<file path="src/rtl/hamming_dec_engine.sv">
// SEC-DED Hamming decoder coprocessor: reads NUM_WORDS 16-bit codewords from data
// memory, corrects single errors, flags doubles, and writes 11-bit data plus status back.
module hamming_dec_engine #(
    parameter int AW        = 8,
    parameter int SRC_BASE  = 64,
    parameter int DST_BASE  = 94,
    parameter int NUM_WORDS = 15
) (
    input  logic          clk,
    input  logic          reset_n,
    input  logic          start,
    output logic          done,
    output logic          busy,
    output logic [AW-1:0] mem_addr,
    output logic          mem_wr_en,
    output logic [7:0]    mem_wr_data,
    input  logic [7:0]    mem_rd_data,
    output logic [7:0]    n_single,
    output logic [7:0]    n_double
);

    typedef enum logic [2:0] {
        IDLE,
        RD_LO,
        RD_HI,
        WR_LO,
        WR_HI,
        FIN
    } state_t;

    localparam logic [6:0] LAST_IDX = 7'(NUM_WORDS - 1);

    state_t      state;
    state_t      next_state;
    logic [6:0]  idx;
    logic [7:0]  cw_lo;
    logic [7:0]  cw_hi;

    logic [15:0] dec_cw;
    logic [3:0]  syn;
    logic        parity;
    logic        is_single;
    logic        is_double;
    logic [10:0] data_raw;
    logic [10:0] data_fix;
    logic [15:0] dec_out;

    // Byte address of word i (low or high byte), wrapping modulo 2^AW.
    function automatic logic [AW-1:0] word_addr(input int base, input logic [6:0] i,
                                                 input logic hi);
        return AW'(base + 2 * int'(i) + int'(hi));
    endfunction

    // Hamming position of data bit j (d1 at 3, d2..d4 at 5..7, d5..d11 at 9..15).
    function automatic int data_pos(input int j);
        if (j == 0) return 3;
        else if (j < 4) return j + 4;
        else return j + 5;
    endfunction

    // The high byte arrives in RD_HI, so decode the live read data there to have
    // out[7:0] registered in time for WR_LO; WR_LO then decodes the fully latched word.
    always_comb begin
        // NOTE: every combinational output gets a default first so no path infers a latch.
        dec_cw   = (state == RD_HI) ? {mem_rd_data, cw_lo} : {cw_hi, cw_lo};
        syn      = '0;
        for (int k = 1; k < 16; k++) begin
            if (dec_cw[k]) syn = syn ^ 4'(k);
        end
        parity    = ^dec_cw;
        is_single = parity;
        is_double = !parity && (syn != 4'd0);
        data_raw  = {dec_cw[15:9], dec_cw[7:5], dec_cw[3]};
        data_fix  = data_raw;
        for (int j = 0; j < 11; j++) begin
            data_fix[j] = data_raw[j] ^ (parity && (syn == 4'(data_pos(j))));
        end
        dec_out = {is_double, is_single, 3'b000, (is_double ? data_raw : data_fix)};
    end

    always_comb begin
        next_state = state;
        busy       = (state != IDLE);
        case (state)
            IDLE:    if (start) next_state = RD_LO;
            RD_LO:   next_state = RD_HI;
            RD_HI:   next_state = WR_LO;
            WR_LO:   next_state = WR_HI;
            WR_HI:   next_state = (idx == LAST_IDX) ? FIN : RD_LO;
            FIN:     next_state = IDLE;
            default: next_state = IDLE;
        endcase
    end

    always_ff @(posedge clk) begin
        // NOTE: sequential state uses non-blocking assignments so all registers update together.
        if (!reset_n) state <= IDLE;
        else          state <= next_state;
    end

    // Memory-side outputs are registered: each one is loaded with the value the
    // state being entered must present.
    always_ff @(posedge clk) begin
        if (!reset_n) begin
            idx         <= '0;
            cw_lo       <= '0;
            cw_hi       <= '0;
            done        <= 1'b0;
            mem_addr    <= '0;
            mem_wr_en   <= 1'b0;
            mem_wr_data <= '0;
            n_single    <= '0;
            n_double    <= '0;
        end else begin
            case (state)
                IDLE: begin
                    if (start) begin
                        idx      <= '0;
                        done     <= 1'b0;
                        n_single <= '0;
                        n_double <= '0;
                        mem_addr <= word_addr(SRC_BASE, 7'd0, 1'b0);
                    end
                end
                RD_LO: begin
                    cw_lo    <= mem_rd_data;
                    mem_addr <= word_addr(SRC_BASE, idx, 1'b1);
                end
                RD_HI: begin
                    cw_hi       <= mem_rd_data;
                    mem_wr_data <= dec_out[7:0];
                    mem_wr_en   <= 1'b1;
                    mem_addr    <= word_addr(DST_BASE, idx, 1'b0);
                    if (is_single && n_single != 8'hFF) n_single <= n_single + 8'd1;
                    if (is_double && n_double != 8'hFF) n_double <= n_double + 8'd1;
                end
                WR_LO: begin
                    mem_wr_data <= dec_out[15:8];
                    mem_addr    <= word_addr(DST_BASE, idx, 1'b1);
                end
                WR_HI: begin
                    mem_wr_en <= 1'b0;
                    idx       <= idx + 7'd1;
                    if (idx != LAST_IDX) mem_addr <= word_addr(SRC_BASE, idx + 7'd1, 1'b0);
                end
                FIN: begin
                    done <= 1'b1;
                end
                default: ;
            endcase
        end
    end

endmodule

</file>
<file path="config.mk">
export PLATFORM = sky130hd
export DESIGN_NAME = hamming_dec_engine
export DESIGN_NICKNAME = d
export VERILOG_FILES = /design/src/rtl/hamming_dec_engine.sv
export SDC_FILE = /design/constraint.sdc
export NUM_CORES = 1
export LEC_CHECK = 0
export ABC_CLOCK_PERIOD_IN_PS = 3400
export BUFFER_PORTS_ARGS = -buffer_cell sky130_fd_sc_hd__buf_2
export CAP_MARGIN = 20
export CORE_ASPECT_RATIO = 0.6
export CORE_MARGIN = 3
export CORE_UTILIZATION = 25
export DETAILED_ROUTE_END_ITERATION = 8
export GPL_ROUTABILITY_DRIVEN = 0
export SLEW_MARGIN = 20
export SYNTH_ARGS = -nofsm -noshare
export SYNTH_HDL_FRONTEND = slang
export SYNTH_SLANG_ARGS = --single-unit
</file>
<file path="constraint.sdc">
create_clock -name clk -period 3.4 [get_ports clk]
set_clock_uncertainty 0.15 [all_clocks]
set_input_delay 0.34 -clock clk [delete_from_list [all_inputs] [get_ports clk]]
set_output_delay 0.34 -clock clk [all_outputs]
set_load 0.05 [all_outputs]
</file>
==> out/qor.log, run 1 <==
qor: sta.setup_tns 0 ps
qor: synthesis.synthesis.area 3740 um^2
qor: sta.finalMaxSlewViolations 0
qor: clocking.cts_inserted_buffers 9
qor: synthesis.synth.yosys.warnings 0
qor: routing.vias_per_cell 5.03
qor: sta.post-route-period-util 0.903
qor: clocking.clock_tree.htree_level_count 3
qor: sta.rsz0062_at_grt false
qor: synthesis.number_of_flops_mapped_to_enable_cells_by_yosys 0
qor: setup_path.timing.critical_path.slowest_cell_delay 540 ps
qor: power.leakage 0.00168 uW
qor: routing.antenna_left 0
qor: sta.hold_viol 0
qor: grt.globalRouteTotalUtil 0.136
qor: grt.gr-total-overflow 0
qor: routing.routedWlPerCell 15.8 um
qor: sta.max-slew-margin-rel 0.365
qor: routing.wirelength 10700 um
qor: floorplan.placementRows 33
qor: setup_path.data_required_time_at_the_worst_endpoint 3480 ps
qor: clocking.cts_tree built
qor: place.post-dp-hpwl 8150 um
qor: setup_path.crit_arrival 3150 ps
qor: min_path.hold_path_class in -> reg
qor: sta.min_tclk_post_route 3070 ps
qor: sta.max_freq 326 MHz
qor: clocking.clock_path_buffers 2
qor: setup_path.worstPathCellList nor3b_4 -> buf_12 -> mux2i_1 -> xnor3_1 -> nand3_1 -> a2111oi_1 -> xor2_1 -> a211oi_1
qor: floorplan.floorplan.die_area 16500 um^2
qor: power.pd_cells 591 nW/um^2
qor: synthesis.postSynthRegisterBits 60
qor: synthesis.dominantRegCellSynth sky130_fd_sc_hd__dfxtp_1
qor: finish.fillCellCount 1491
qor: setup_path.criticalPathCategory reg -> reg
qor: flow_run.max-cap-violations 0
qor: floorplan.chipWidth 164 um
qor: clocking.clock_insertion_delay_worst_skew 330 ps
qor: sta.worstMarginPinSlew 945 ps
qor: setup_path.critPathCaptureType flop
qor: grt.antenna_found_initial 0
qor: synthesis.largest_cells_by_area_after_synthesis sky130_fd_sc_hd__dfxtp_1 (32%), sky130_fd_sc_hd__xnor2_1 (8.9%), sky130_fd_sc_hd__mux2i_1 (7.2%), sky130_fd_sc_hd__nand2_1 (3.8%), sky130_fd_sc_hd__nor2_1 (3.8%)
qor: floorplan.core_area 14100 um^2
qor: finish.antennaDiodeCount 0
qor: setup_path.crit_path_max_fanout 23
qor: floorplan.top_level_ports 46
qor: routing.remaining_drc_errors 0
qor: grt.pin_count_of_the_biggest_net_entering_global_routing 25
qor: synthesis.yosysTopAreaCellShare 0.321
qor: clocking.postCtsHoldBufs 0
qor: finish.utilization 0.319
qor: setup_path.critical-path-slowest-cell sky130_fd_sc_hd__a2111oi_1
qor: clocking.cts_post_setup_buffers_inserted 0
qor: synthesis.yosysTopAreaCell sky130_fd_sc_hd__dfxtp_1
qor: synthesis.yosysUniqueCellTypes 60
qor: clocking.cts-root-buf sky130_fd_sc_hd__clkbuf_16
qor: clocking.cts.sinks 60
qor: finish.fin_nets 494
qor: synthesis.synth_cells 435
qor: power.vdd.ir_drop.worst 0.300 mV
qor: synthesis.synth_area_per_cell 8.59 um^2
qor: run_status.outcome finished clean
qor: setup_path.worst_path_dominant_cell_family compound AO/OA/AOI/OAI gates
qor: finish.final_design_area_no_fill 4510 um^2
qor: place.placement.cell_area 4190 um^2
qor: floorplan.start_util 0.265
qor: place.numPortBuffers 45
qor: floorplan.die_y 101 um
qor: routing.via_count 3393
qor: finish.synthToLayoutAreaGrowth 20.7%
qor: grt.number_of_global_route_vias_before_repair 3228
qor: clocking.clk_pin_slew 50 ps
qor: setup_path.path_buf_inv 1
qor: routing.first_iter_violations 326
qor: setup_path.worstSetupStartpointType flop
qor: grt.grt_first_pass_wirelength 17600 um
qor: routing.first_pass_iters 4
qor: clocking.cts_resized 0
qor: synthesis.syn-num-nets 451
qor: synthesis.yosysSeqAreaShare 0.321
qor: sta.timing.final.setup_violations 0
qor: finish.post_route_cells_drive_above_1_share 0.188
qor: synthesis.asyncSetResetFlopFracSynth 0
worst paths after layout:
kind	from	end	slack [ps]	depth (start not counted)
min reg2reg	cw_hi[0]	cw_hi[0]	320	2
max	state[0]	mem_wr_data[0]	330	8
max reg2reg	state[0]	mem_wr_data[0]	330	8
min	mem_rd_data[0]	cw_hi[0]	160	3
tightest hold or removal path: stages:
cell and delay [ps]:
sky130_fd_sc_hd__buf_2 130, sky130_fd_sc_hd__nand2_1 60, sky130_fd_sc_hd__a21oi_1 50
synthesized netlist by cell type (5+ instances only):
cell,number
sky130_fd_sc_hd__nor2_1,38
sky130_fd_sc_hd__inv_1,5
sky130_fd_sc_hd__dfxtp_1,60
sky130_fd_sc_hd__xor2_1,8
sky130_fd_sc_hd__a21oi_1,27
sky130_fd_sc_hd__ha_1,5
sky130_fd_sc_hd__o21ai_0,21
sky130_fd_sc_hd__nor3_1,13
sky130_fd_sc_hd__o31ai_1,7
sky130_fd_sc_hd__nand2_1,38
sky130_fd_sc_hd__clkbuf_1,16
sky130_fd_sc_hd__nor2b_1,6
sky130_fd_sc_hd__nand4_1,7
sky130_fd_sc_hd__mux2i_1,27
sky130_fd_sc_hd__and2_1,5
sky130_fd_sc_hd__xnor2_1,38
sky130_fd_sc_hd__or4_1,6
sky130_fd_sc_hd__and3_1,10
sky130_fd_sc_hd__nand3_1,16
sky130_fd_sc_hd__nand2b_1,6
report_power, final:
| group | switching, uW | internal, uW |
|---|---|---|
| combinational | 601 | 305 |
| sequential | 34.9 | 741 |
| clock | 322 | 660 |
cells in the final DEF, fill, tap and decap left out, types with 6 or more instances in the layout:
cell / netlist / layout
sky130_fd_sc_hd__dfxtp_1: 60 / 60
sky130_fd_sc_hd__buf_2: 3 / 45
sky130_fd_sc_hd__nor2_1: 38 / 38
sky130_fd_sc_hd__nand2_1: 38 / 38
sky130_fd_sc_hd__xnor2_1: 38 / 38
sky130_fd_sc_hd__mux2i_1: 27 / 27
sky130_fd_sc_hd__a21oi_1: 27 / 27
sky130_fd_sc_hd__o21ai_0: 21 / 21
sky130_fd_sc_hd__nand3_1: 16 / 16
sky130_fd_sc_hd__nor3_1: 13 / 13
sky130_fd_sc_hd__and3_1: 10 / 10
sky130_fd_sc_hd__buf_4: 1 / 10
sky130_fd_sc_hd__clkbuf_16: 0 / 9
sky130_fd_sc_hd__xor2_1: 8 / 8
sky130_fd_sc_hd__nand4_1: 7 / 7
sky130_fd_sc_hd__o31ai_1: 7 / 7
sky130_fd_sc_hd__nor2b_1: 6 / 6
sky130_fd_sc_hd__nand2b_1: 6 / 6
sky130_fd_sc_hd__or4_1: 6 / 6
flip-flops by register name, summed over array words and instances (netlist names):
| name | flops |
|---|---|
| n_single | 8 |
| cw_lo | 8 |
| idx | 7 |
| mem_wr_en | 1 |
| done | 1 |
| mem_addr | 8 |
| state | 3 |
| n_double | 8 |
| mem_wr_data | 8 |
| cw_hi | 8 |
final cells by class:
cell class,count,area [um^2],share of cell area
repair buffers,56,320,0.0710
flip-flops and latches,60,1200,0.266
inverters,6,22.5,0.00499
multi-input cells,345,2410,0.534
clock inverters,4,72.6,0.0161
clock buffers,12,246,0.0546
well taps,192,240,0.0533
routing by layer:
metal / vias up / GRT usage / part of all wire
li1: 1650 / - / -
met1: 1614 / 0.215 / 0.54
met2: 121 / 0.178 / 0.37
met3: 8 / 0.0369 / 0.076
met4: 0 / 0.0312 / 0.0074
met5: - / 0 / 0
kinds of logic (layout without fill, tap and decap cells):
logic type | Yosys count | in the layout | synth area share
and+or+nand+nor | 161 | 161 | 0.221
adders and majority gates | 5 | 5 | 0.0167
xor gates and xnor gates | 55 | 55 | 0.158
DFF | 60 | 60 | 0.321
muxes | 29 | 29 | 0.0783
buffers and inverters | 30 | 78 | 0.0345
AOI/OAI and AO/OA | 95 | 95 | 0.171
per-stage QoR:
| step | power (uW) | worst slack [ps] | instances | hold WS, ps |
|---|---|---|---|---|
| after floorplan | 1480 | 697 | 435 | 299 |
| after global placement | 1670 | 405 | 659 | 310 |
| after detailed placement | 1680 | 340 | 659 | 318 |
| after CTS | 2680 | 353 | 675 | 135 |
| after global routing | 2800 | 27.4 | 675 | 147 |
| final | 2660 | 328 | 675 | 155 |
Power figures use the tool's default switching activity.
==> run 2: changes to the inputs <==
CELL_PAD_IN_SITES_DETAIL_PLACEMENT = 1   (was not set)
CELL_PAD_IN_SITES_GLOBAL_PLACEMENT = 1   (was not set)
PLACE_DENSITY_LB_ADDON = 0.1   (was not set)
==> run 2 against run 1 <==
Net effect: maximum frequency shrank 4.7%; worst setup slack got worse by 150 ps; sequential power barely moved; clock power is 12% higher; global-route usage rose by 2.3 points; critical path type unchanged.
==> out/qor.log, run 2 (synthesis results as in run 1) <==
qor: clocking.clk_pin_slew 60 ps [about the same]
qor: grt.number_of_global_route_vias_before_repair 3331 [+3.2%]
qor: routing.routedWlPerCell 18.7 um [+18%]
qor: setup_path.critical_path.reg2reg.endpoint mem_wr_data[1]
qor: power.clockPowerShare 0.388 [+0.019]
qor: power.net-switching-power 1020 uW [+6.9%]
qor: min_path.min_from mem_rd_data[0]
qor: floorplan.placementRows 33 [unchanged]
qor: setup_path.data_required_time_at_the_worst_endpoint 3490 ps [about the same]
qor: min_path.hold-path-endpoint cw_hi[0]
qor: place.numPortBuffers 45 [unchanged]
qor: clocking.clock_insertion_delay_worst_skew 340 ps [about the same]
qor: routing.uppermost_signal_routing_layer_after_detailed_routing met4
qor: setup_path.critPathCaptureType flop
qor: setup_path.worstSetupStartpointType flop
qor: setup_path.crit_path_max_fanout 13 [-43%]
qor: floorplan.start_util 0.265 [unchanged]
qor: routing.first_iter_violations 205 [-37%]
qor: grt.gr-total-overflow 0 [unchanged]
qor: grt.globalRouteTotalUtil 0.159 [+0.0233]
qor: sta.post-route-period-util 0.948 [+0.0442]
qor: routing.wl_met3 664 um [-18%]
qor: sta.rsz0062_at_grt false
qor: sta.setup_slack 178 ps [-150 ps]
qor: power.p_seq_frac 0.273 [-0.018]
qor: routing.via_count 3434 [+1.2%]
qor: finish.antennaDiodeCount 0 [unchanged]
qor: grt.pin_count_of_the_biggest_net_entering_global_routing 21 [-16%]
qor: min_path.whs_path_depth 3 [unchanged]
qor: routing.vias_per_cell 5.05 [+0.46%]
qor: routing.antenna_left 0 [unchanged]
qor: floorplan.chipWidth 164 um [unchanged]
qor: place.placement.cell_area 4220 um^2 [+0.60%]
qor: sta.worstMarginPinSlew 1010 ps [+68.3 ps]
qor: finish.final_design_area_no_fill 4570 um^2 [+1.4%]
qor: sta.setup_tns 0 ps [unchanged]
qor: finish.layout_commonest_cell sky130_fd_sc_hd__dfxtp_1
qor: run_status.outcome finished clean
qor: clocking.cts.sinks 60 [unchanged]
qor: place.post-dp-hpwl 9680 um [+19%]
qor: power.combinational_share_of_power 0.339 [about the same]
qor: routing.first_pass_iters 5 [+1]
qor: sta.max_freq 310 MHz [-4.7%]
qor: sta.min_tclk_post_route 3220 ps [+150 ps]
qor: setup_path.critical_path.reg2reg.startpoint state[0]
qor: finish.layout.cells.most_common_list sky130_fd_sc_hd__dfxtp_1 (60), sky130_fd_sc_hd__buf_2 (45), sky130_fd_sc_hd__nor2_1 (38), sky130_fd_sc_hd__nand2_1 (38), sky130_fd_sc_hd__xnor2_1 (38)
qor: setup_path.criticalPathCategory reg -> reg
qor: setup_path.rrSetupSlack 180 ps [-150 ps]
qor: sta.max-slew-margin-rel 0.319 [-0.0459]
qor: grt.grt_first_pass_wirelength 19800 um [+13%]
qor: routing.wl_met1 7390 um [+28%]
qor: power.pd_cells 621 nW/um^2 [+5.1%]
qor: power.vdd.ir_drop.worst 0.280 mV [-6.9%]
qor: flow_run.max-cap-violations 0 [unchanged]
qor: floorplan.die_y 101 um [unchanged]
qor: place.place_ws 268 ps [-72.1 ps]
qor: setup_path.crit_arrival 3310 ps [+160 ps]
qor: sta.timing.hold.ws 145 ps [-10.3 ps]
qor: finish.sequential_cell_area 1200 um^2 [unchanged]
qor: routing.wirelength 12700 um [+19%]
qor: routing.remaining_drc_errors 0 [unchanged]
qor: finish.multi_input_comb_area 2410 um^2 [+0.21%]
qor: clocking.cts-root-buf sky130_fd_sc_hd__clkbuf_16
qor: floorplan.core_area 14100 um^2 [unchanged]
qor: setup_path.worst_r2r_path_depth 8 [unchanged]
qor: power.leakage 0.00172 uW [+2.6%]
qor: place.number_of_placed_instances_with_taps_included 664 [+0.76%]
qor: sta.timing.final.setup_violations 0 [unchanged]
qor: finish.synthToLayoutAreaGrowth 22.4%
qor: floorplan.floorplan.die_area 16500 um^2 [unchanged]
qor: clocking.postCtsHoldBufs 0 [unchanged]
qor: finish.fillCellCount 1674 [+12%]
qor: power.sw_frac_of_total 0.361 [+0.00118]
qor: floorplan.top_level_ports 46 [unchanged]
qor: power.p_int 1820 uW [+6.4%]
qor: clocking.cts_tree built
qor: clocking.clock_tree.htree_level_count 3 [unchanged]
qor: sta.finalMaxSlewViolations 0 [unchanged]
qor: grt.antenna_found_initial 0 [unchanged]
qor: finish.fin_cells 680 [+0.74%]
qor: finish.fin_nets 499 [+1.0%]
qor: routing.wl_met2 4540 um [+14%]
qor: clocking.clock_path_buffers 2 [unchanged]
qor: min_path.hold_path_class in -> reg
qor: finish.post_route_cells_drive_above_1_share 0.201 [+0.0124]
qor: clocking.cts_inserted_buffers 9 [unchanged]
qor: sta.hold_viol 0 [unchanged]
[run 2: cell type report]
class | count | share of cell area
clock buffer | 12 | 0.0561
timing repair buffer | 61 | 0.0755
multi-input combinational | 345 | 0.527
tap | 192 | 0.0525
clock inverter | 4 | 0.0208
sequential | 60 | 0.263
inverter | 6 | 0.00492
[run 2: metrics by stage]
step | utilization | power (uW)
6_report | 0.324 | 2840
5_1_grt | 0.324 | 2980
4_1_cts | 0.323 | 2850
3_5_place_dp | 0.299 | 1740
3_3_place_gp | 0.299 | 1740
2_1_floorplan | - | 1480
[run 2: power groups by stage]
stage                     Clock [uW]  Combinational [uW]  Sequential, uW
final                           1100                 963             775
after global routing            1170                1040             780
after CTS                       1120                 950             775
after global placement             0                 947             788
after floorplan                    0                 630             847
after detailed placement           0                 947             790
[run 2: critical path: stages (launching register included)]
cell                        delay [ps]
sky130_fd_sc_hd__dfxtp_1           420
sky130_fd_sc_hd__nor3b_4           210
sky130_fd_sc_hd__buf_4             250
sky130_fd_sc_hd__mux2i_1           470
sky130_fd_sc_hd__xnor3_1           440
sky130_fd_sc_hd__nand3_1           190
sky130_fd_sc_hd__a2111oi_1         570
sky130_fd_sc_hd__xor2_1            130
sky130_fd_sc_hd__a211oi_1          280
[run 2: repair_timing]
action,4_1_cts,5_1_grt
endpoints found under the setup margin,0,1
resized for setup,0,1
setup buffers,0,0
[run 2: worst max-delay path by stage]
stage,start,end,slack [ps],cells after the start
6_report,state[0],mem_wr_data[1],180,8
5_1_grt,state[0],mem_wr_data[1],20,8
4_1_cts,state[0],mem_wr_data[1],220,8
3_5_place_dp,state[0],mem_wr_data[1],270,8
3_3_place_gp,cw_lo[7],n_single[5],420,7
2_1_floorplan,state[0],n_double[7],700,8
[run 2: layer usage]
| metal | vias up | GRT usage |
|---|---|---|
| met5 | - | 0 |
| met4 | 0 | 0.0370 |
| met3 | 8 | 0.0374 |
| met2 | 76 | 0.199 |
| met1 | 1684 | 0.262 |
| li1 | 1666 | - |
==> run 3: changes to the inputs <==
CORE_UTILIZATION = 44   (was 25)
==> run 3 against run 2 <==
Net effect: global-route usage is 8.8 points higher; worst hold slack worse by 1.3 ps; critical path depth stayed put; cell count is 13% lower; critical path type unchanged; total power is 11% lower; register-to-register slack better by 50 ps; clock power is 24% lower; sequential cell count stayed put; first-iteration DRC count is 13% higher; worst setup slack better by 53 ps.
==> out/qor.log, run 3 (synthesis results as in run 1) <==
qor: floorplan.die_y 77.4 um [-23%]
qor: setup_path.crit_path_max_fanout 10 [-3]
qor: grt.gr-total-overflow 0 [unchanged]
qor: setup_path.data_required_time_at_the_worst_endpoint 3480 ps [about the same]
qor: floorplan.top_level_ports 46 [unchanged]
qor: place.post-dp-hpwl 8830 um [-8.8%]
qor: finish.sequential_cell_area 1200 um^2 [unchanged]
qor: clocking.cts_inserted_buffers 9 [unchanged]
qor: grt.grt_first_pass_wirelength 18800 um [-5.3%]
qor: clocking.cts.sinks 60 [unchanged]
qor: finish.fin_nets 494 [-1.0%]
qor: setup_path.critical_path.reg2reg.endpoint mem_wr_data[0]
qor: clocking.cts_post_setup_buffers_inserted 0 [unchanged]
qor: power.leakage 0.00166 uW [-3.4%]
qor: sta.post-route-period-util 0.932 [-0.0155]
qor: setup_path.timing.critical_path.slowest_cell_delay 590 ps [+20 ps]
qor: sta.max_freq 316 MHz [+1.7%]
qor: setup_path.critical-path-slowest-cell sky130_fd_sc_hd__a2111oi_1
qor: routing.via_count 3472 [+1.1%]
qor: sta.hold_viol 0 [unchanged]
qor: routing.antenna_left 0 [unchanged]
qor: sta.timing.final.setup_violations 0 [unchanged]
qor: setup_path.worstPathCellList nor3b_4 -> buf_12 -> mux2i_1 -> xor3_1 -> nand3_1 -> a2111oi_1 -> xor2_1 -> a211oi_1
qor: setup_path.timing.critical_path.to mem_wr_data[0]
qor: setup_path.criticalPathCategory reg -> reg
qor: floorplan.chipWidth 125 um [-24%]
qor: clocking.cts_tree built
qor: power.pd_cells 581 nW/um^2 [-6.5%]
qor: finish.multi_input_comb_area 2410 um^2 [-0.21%]
qor: grt.antenna_found_initial 0 [unchanged]
qor: floorplan.placementRows 25 [-24%]
qor: setup_path.startpoint state[0]
qor: setup_path.crit_arrival 3250 ps [-60 ps]
qor: grt.pin_count_of_the_biggest_net_entering_global_routing 31 [+48%]
qor: place.placement.cell_area 4060 um^2 [-3.7%]
qor: sta.min_tclk_post_route 3170 ps [-52.7 ps]
qor: setup_path.worstSetupStartpointType flop
qor: clocking.clock_insertion_delay_worst_skew 330 ps [about the same]
qor: clocking.cts_resized 0 [unchanged]
qor: finish.fillCellCount 978 [-42%]
qor: finish.synthToLayoutAreaGrowth 16.6%
qor: place.place_ws 258 ps [-9.52 ps]
qor: floorplan.core_area 8070 um^2 [-43%]
qor: grt.globalRouteTotalUtil 0.247 [+0.0878]
qor: min_path.hold_path_class in -> reg
qor: clocking.cts-root-buf sky130_fd_sc_hd__clkbuf_16
qor: setup_path.critical_path.reg2reg.startpoint state[0]
qor: run_status.outcome finished clean
qor: sta.setup_slack 230 ps [+52.7 ps]
qor: finish.final_design_area_no_fill 4360 um^2 [-4.7%]
qor: setup_path.rrSetupSlack 230 ps [+50 ps]
qor: sta.setup_tns 0 ps [unchanged]
qor: routing.routedWlPerCell 19.9 um [+6.3%]
qor: sta.rsz0062_at_grt false
qor: sta.max-slew-margin-rel 0.360 [+0.0406]
qor: setup_path.critPathCaptureType flop
qor: power.vdd.ir_drop.worst 0.273 mV [-2.2%]
qor: floorplan.start_util 0.463 [+0.198]
qor: clocking.clk_pin_slew 50 ps [about the same]
qor: clocking.postCtsHoldBufs 0 [unchanged]
qor: place.numPortBuffers 45 [unchanged]
qor: routing.vias_per_cell 5.88 [+17%]
qor: routing.wirelength 11700 um [-7.8%]
qor: sta.finalMaxSlewViolations 0 [unchanged]
qor: clocking.clock_tree.htree_level_count 3 [unchanged]
qor: routing.first_pass_iters 4 [-1]
qor: setup_path.worst_r2r_path_depth 8 [unchanged]
qor: grt.number_of_global_route_vias_before_repair 3299 [-0.96%]
qor: sta.worstMarginPinSlew 953 ps [-60.5 ps]
qor: finish.post_route_cells_drive_above_1_share 0.187 [-0.0141]
qor: floorplan.floorplan.die_area 9670 um^2 [-41%]
qor: routing.remaining_drc_errors 0 [unchanged]
qor: finish.antennaDiodeCount 0 [unchanged]
qor: finish.layout_commonest_cell sky130_fd_sc_hd__dfxtp_1
qor: finish.layout.cells.most_common_list sky130_fd_sc_hd__dfxtp_1 (60), sky130_fd_sc_hd__buf_2 (45), sky130_fd_sc_hd__nor2_1 (38), sky130_fd_sc_hd__nand2_1 (38), sky130_fd_sc_hd__xnor2_1 (38)
qor: clocking.clock_path_buffers 2 [unchanged]
qor: routing.first_iter_violations 232 [+13%]
qor: flow_run.max-cap-violations 0 [unchanged]
## run 3: cell count changes in the layout (fill, tap and decap cells not counted), sizes merged
cell    previous run  this run
buf               61        56
clkbuf            12        13
bufinv             3         0
clkinv             2         3
## run 3: cell type report
cell class                      count  area share
Multi-Input combinational cell    345       0.553
Tap cell                          108      0.0310
Clock buffer                       13      0.0597
Sequential cell                    60       0.276
Clock inverter                      2     0.00230
Timing Repair Buffer               56      0.0735
Inverter                            6     0.00517
## run 3: worst min path at each step
| stage | start | to | slack [ps] | depth (start not counted) |
|---|---|---|---|---|
| 6_report | mem_rd_data[0] | cw_hi[0] | 140 | 3 |
| 5_1_grt | mem_rd_data[0] | cw_hi[0] | 160 | 3 |
| 4_1_cts | mem_rd_data[0] | cw_hi[0] | 140 | 3 |
| 3_5_place_dp | mem_wr_data[4] | mem_wr_data[4] | 310 | 2 |
| 3_3_place_gp | mem_wr_data[5] | mem_wr_data[5] | 290 | 2 |
| 2_1_floorplan | cw_hi[0] | cw_hi[0] | 300 | 2 |
## run 3: metrics by stage
step | hold slack (ps) | std cells | utilization | power [uW]
after floorplan | 299 | 435 | - | 1480
after global placement | 292 | 573 | 0.503 | 1650
after detailed placement | 313 | 573 | 0.503 | 1680
after CTS | 139 | 588 | 0.536 | 2520
after global routing | 160 | 590 | 0.540 | 2660
final | 144 | 590 | 0.540 | 2530
## run 3: critical path, delay by kind of cell (launching register included)
kind | cells | cell delay, ps
and+or+nand+nor | 2 | 470
DFF | 1 | 400
muxes | 1 | 390
buffers and inverters | 1 | 170
xor gates and xnor gates | 2 | 580
AOI/OAI and AO/OA | 2 | 890
## run 3: routing by layer
layer / global-route usage / share of wire / up-vias / routed length [um]
met5: 0 / 0 / - / 0
met4: 0.0595 / 0.0068 / 0 / 80
met3: 0.0812 / 0.093 / 7 / 1080
met2: 0.317 / 0.38 / 116 / 4410
met1: 0.387 / 0.52 / 1692 / 6140
li1: - / - / 1657 / -
## run 3: power breakdown
part	internal [uW]	switching [uW]
logic	305	612
clock network	526	308
registers	742	37.1
total	1570	957
